<file path="src/rtl/dsp_mac_sequencer.sv">
// dsp_mac_sequencer
//   Control sequencer for a pipelined DSP multiply-accumulate slice
//   (A/B input registers -> M multiplier register -> P accumulator).
//   A run of `len` sample pairs is requested with a one-cycle `start`;
//   sample pairs are accepted with a valid/ready handshake, and the
//   register-stage clock enables plus OPMODE are generated so that P ends
//   up holding the sum of all products of the run when `done` pulses.
//
// Ports
//   clk       in   clock, rising edge
//   rst       in   synchronous active-high reset
//   start     in   one-cycle run request (ignored while busy or when len==0)
//   len       in   number of sample pairs, captured with start
//   in_valid  in   upstream A/B pair present
//   in_ready  out  pair will be accepted this cycle (FEED only)
//   cea/ceb   out  A/B register enables (= accept, combinational)
//   cem       out  M register enable (accept delayed 1 cycle)
//   cep       out  P register enable (accept delayed 2 cycles)
//   opmode    out  OPM_FIRST for the first product, OPM_ACC afterwards, 0 idle
//   busy      out  high outside IDLE
//   done      out  one-cycle pulse, P holds the final sum
module dsp_mac_sequencer #(
  parameter int          LEN_W     = 8,
  parameter logic [7:0]  OPM_FIRST = 8'h01,
  parameter logic [7:0]  OPM_ACC   = 8'h09
) (
  input  logic             clk,
  input  logic             rst,
  input  logic             start,
  input  logic [LEN_W-1:0] len,
  input  logic             in_valid,
  output logic             in_ready,
  output logic             cea,
  output logic             ceb,
  output logic             cem,
  output logic             cep,
  output logic [7:0]       opmode,
  output logic             busy,
  output logic             done
);

  localparam logic [1:0] S_IDLE  = 2'd0;
  localparam logic [1:0] S_FEED  = 2'd1;
  localparam logic [1:0] S_DRAIN = 2'd2;
  localparam logic [1:0] S_DONE  = 2'd3;

  logic [1:0]       state_q, state_d;
  logic [LEN_W-1:0] count_q, count_d;
  logic             first_q, first_d;
  logic [1:0]       v_q, v_d;   // beat valid, aligned with M (bit0) and P (bit1)
  logic [1:0]       f_q, f_d;   // first-beat flag travelling with v
  logic             accept;

  assign in_ready = (state_q == S_FEED);
  assign accept   = in_valid & in_ready;
  assign cea      = accept;
  assign ceb      = accept;
  assign cem      = v_q[0];
  assign cep      = v_q[1];
  assign opmode   = cep ? (f_q[1] ? OPM_FIRST : OPM_ACC) : '0;
  assign busy     = (state_q != S_IDLE);
  assign done     = (state_q == S_DONE);

  always_comb begin
    state_d = state_q;
    count_d = count_q;
    first_d = first_q;
    v_d     = {v_q[0], accept};
    f_d     = {f_q[0], accept & first_q};
    case (state_q)
      S_IDLE: begin
        if (start && (len != '0)) begin
          state_d = S_FEED;
          count_d = len;
          first_d = 1'b1;
        end
      end
      S_FEED: begin
        if (accept) begin
          count_d = count_q - LEN_W'(1);
          first_d = 1'b0;
          if (count_q == LEN_W'(1)) state_d = S_DRAIN;
        end
      end
      S_DRAIN: begin
        // No accepts happen in DRAIN, so v_q[0]==0 means the pipe is empty
        // after this edge; the last cep is the one visible this cycle.
        if (!v_q[0]) state_d = S_DONE;
      end
      default: state_d = S_IDLE;
    endcase
  end

  always_ff @(posedge clk) begin
    if (rst) begin
      state_q <= S_IDLE;
      count_q <= '0;
      first_q <= 1'b0;
      v_q     <= '0;
      f_q     <= '0;
    end else begin
      state_q <= state_d;
      count_q <= count_d;
      first_q <= first_d;
      v_q     <= v_d;
      f_q     <= f_d;
    end
  end

endmodule

</file>
<file path="config.mk">
export PLATFORM = sky130hd
export DESIGN_NAME = dsp_mac_sequencer
export DESIGN_NICKNAME = d
export VERILOG_FILES = /design/src/rtl/dsp_mac_sequencer.sv
export SDC_FILE = /design/constraint.sdc
export NUM_CORES = 1
export LEC_CHECK = 0
export BUFFER_PORTS_ARGS = -buffer_cell sky130_fd_sc_hd__buf_2
export CAP_MARGIN = 20
export CELL_PAD_IN_SITES_DETAIL_PLACEMENT = 1
export CELL_PAD_IN_SITES_GLOBAL_PLACEMENT = 1
export CORE_MARGIN = 2
export CORE_UTILIZATION = 42
export CTS_BUF_LIST = sky130_fd_sc_hd__clkbuf_8
export CTS_CLUSTER_SIZE = 24
export DETAILED_ROUTE_END_ITERATION = 12
export PLACE_DENSITY = 0.88
export SYNTH_ARGS = -nofsm -noshare
export SYNTH_HDL_FRONTEND = slang
export SYNTH_SLANG_ARGS = --single-unit
export TNS_END_PERCENT = 1
</file>
<file path="constraint.sdc">
create_clock -name clk -period 4.2 [get_ports clk]
set_input_delay 0.42 -clock clk [delete_from_list [all_inputs] [get_ports clk]]
set_output_delay 0.42 -clock clk [all_outputs]
set_load 0.02 [all_outputs]
</file>
==> run summary <==
Vias in the first global route: 924
Synth Cell Area: 988.4 um2
PwrDens: 813.9 nW/um2
Critical R2R Launch: state_q[1]
Crit path from: state_q[1]
Seq cells post-synth: 15
Seq/Total Area, Yosys: 30.38%
Mean routed wirelength per cell: 15.76 um
Psw: 0.0004265 W
Antenna diodes: 0
Critical Path Start Type: flip-flop
GRT Util Overall: 21.23%
Status: completed
Syn Area/Cell: 8.448 um2
R2R setup slack: 1600 ps
DRC Markers: 0
First-pass GRT wire length: 4.278 mm
Final hold vios: 0
Min-Delay Path Class: flip-flop to flip-flop
Die Ht: 52.51 um
Ys flop type: dfxtp_1
DR vias/cell: 5.615
Final core utilization: 50.17%
Internal power: 0.0004767 W
CP Capture Type: flip-flop
Crit path to: count_q[0]
Detailed Place HPWL: 1.859 mm
Initial antenna violation count: 0
Initial Util: 44.68%
Combinational Power Share: 58.9%
Clock share of power: 13.6%
ANT nets after route: 0
Switch share: 47.22%
Critical path data arrival time: 2790 ps
Seq pwr share: 27.5%
Worst-Margin Slew: 934.2 ps
Final TNS setup: 0 ps
I/O pins: 27
Htree depth: 1
Count of input and output buffers: 20
Post-CTS setup repair buffer count: 0
Lkg Pwr: 0.5062 nW
CTS buffer count: 3
Layout area overhead: 12.28%
TritonRoute pass-1 iters: 4
Skew final: 4.247 ps
Vias: 904
Clock sinks: 15
Max Clk Rate: 0.3852 GHz
Final setup vio count: 0
Gr ovfl total: 0
Pin count of the biggest net entering global routing: 26
RSZ-0062 raised after global routing: no
CTS max path bufs: 2
CTS Root Cell: clkbuf_8
Final worst slack: 1604 ps
CP Class: flip-flop to flip-flop
Slew HR: 37.72%
Layout cell share with drive strength beyond 1: 21.80%
Die area: 2757 um2
Final nets: 152
Final WL: 2.538 mm
Initial DRC count: 20
EDFF count, synth: 0
Std-Cell Core Area: 2212 um2
Chip width: 52.51 um
Clock Pin Slew Worst Setup and Hold Paths: 70 ps
Post-CTS Hold Fix Bufs: 0
Period utilisation layout: 61.82%
Ys async rst share: 0%
Slew Viols, Final: 0
Max-Cap Viols: 0
Resized Gates After CTS: 0
Tmin final: 2596 ps
Placer congestion estimate: 0.7975
Insertion delay to the later sink of the worst-skew pair: 250 ps
Fill cell count: 284
Worst vdd ir: 0.3929 mV
Synth Warn #: 0
CTS tree: done
Critical Path RT: 4400 ps
Crit-path max FO: 25
Worst R2R Path Depth: 6
Netlist cell types: 36
Mapped Cells: 117
Site Rows: 17
RR Endpoint: count_q[0]
Pre-CTS setup slack: 1691 ps
synthesized netlist by cell type, drive strengths merged, types with 2 or more instances:
cell type / instances / area share, %
clkbuf: 5 / 1.9
buf: 8 / 6.1
a211oi: 2 / 1.5
mux2i: 6 / 6.1
o21ai: 3 / 1.5
dfxtp: 15 / 30
or4: 3 / 2.7
o32ai: 6 / 5.3
nor2b: 7 / 4.4
inv: 10 / 3.8
nor2: 5 / 2.2
ha: 6 / 7.6
nor3: 3 / 1.5
a31oi: 3 / 1.9
a221oi: 5 / 4.4
or3: 2 / 1.3
nand2: 12 / 4.6
kinds of logic (layout without fill, tap and decap cells):
logic type / Yosys count / in the layout / share of synthesized area [%]
simple gates: 35 / 35 / 18.35
compound gates: 29 / 29 / 23.92
buf+inv: 24 / 35 / 12.15
flops: 15 / 15 / 30.38
mux: 7 / 7 / 7.215
fa+ha+maj: 6 / 6 / 7.595
other cells: 1 / 6 / 0.3794
layout make-up:
type / count / area [um2] / area share [%]
Tap cell: 28 / 35.03 / 3.157
Multi-Input combinational cell: 83 / 586.8 / 52.88
Clock inverter: 1 / 5.005 / 0.4510
Sequential cell: 15 / 300.3 / 27.06
Timing Repair Buffer: 20 / 100.1 / 9.019
Inverter: 11 / 41.29 / 3.720
Clock buffer: 3 / 41.29 / 3.720
metrics by stage:
| stage | cells | instance area [um2] | total power [W] | hold slack (ps) |
|---|---|---|---|---|
| 2_1_floorplan | 122 | 1007 | 0.0006576 | 413.8 |
| 3_3_place_gp | 157 | 1064 | 0.0007528 | 425.3 |
| 3_5_place_dp | 157 | 1064 | 0.0007715 | 436.1 |
| 4_1_cts | 161 | 1110 | 0.0009052 | 452.0 |
| 5_1_grt | 161 | 1110 | 0.0009786 | 480.3 |
| 6_report | 161 | 1110 | 0.0009033 | 446.1 |
layer usage:
metal | track usage (%) | routed length [um] | up-vias | part of all wire, %
li1 | - | - | 441 | -
met1 | 27.15 | 1098 | 432 | 43
met2 | 36.25 | 1311 | 27 | 52
met3 | 2.857 | 100 | 4 | 3.9
met4 | 7.265 | 28 | 0 | 1.1
met5 | 0 | 0 | - | 0
worst min path at each step:
stage / start / end / cells after the start
finish: f_q[0] / f_q[1] / 1
global route: f_q[0] / f_q[1] / 1
CTS: f_q[0] / f_q[1] / 1
detailed placement: f_q[0] / f_q[1] / 1
global placement: f_q[0] / f_q[1] / 1
floorplan: f_q[0] / f_q[1] / 1
layout by cell type, fill, tap and decap left out, drive strengths merged, types with 3 or more instances in the layout:
cell type / netlist / routed
buf: 8 / 20
nor3: 3 / 3
conb: 1 / 6
a31oi: 3 / 3
ha: 6 / 6
nand2: 12 / 12
dfxtp: 15 / 15
or4: 3 / 3
o32ai: 6 / 6
nor2: 5 / 5
clkbuf: 5 / 3
o21ai: 3 / 3
inv: 10 / 10
mux2i: 6 / 6
a221oi: 5 / 5
nor2b: 7 / 7
state kept, by name, summed over array words and instances, names as in the netlist:
register	cells
state_q	2
count_q	8
f_q	2
first_q	1
v_q	2
critical path, cell delays in order (launching register included):
cell and delay (ps):
dfxtp_1 340, inv_1 80, ha_1 770, mux2i_1 570, nor2_1 160, nor2_2 360
o221a_2 250
power by group through the flow:
| stage | combinational (W) | sequential (W) | clock [W] |
|---|---|---|---|
| global placement | 0.000506 | 0.000247 | 0 |
| detailed placement | 0.000522 | 0.000249 | 0 |
| CTS | 0.000533 | 0.000248 | 0.000124 |
| global route | 0.000592 | 0.000258 | 0.000129 |
| floorplan | 0.000420 | 0.000238 | 0 |
| finish | 0.000532 | 0.000249 | 0.000123 |
No activity file was read; power rests on OpenSTA's default activity.
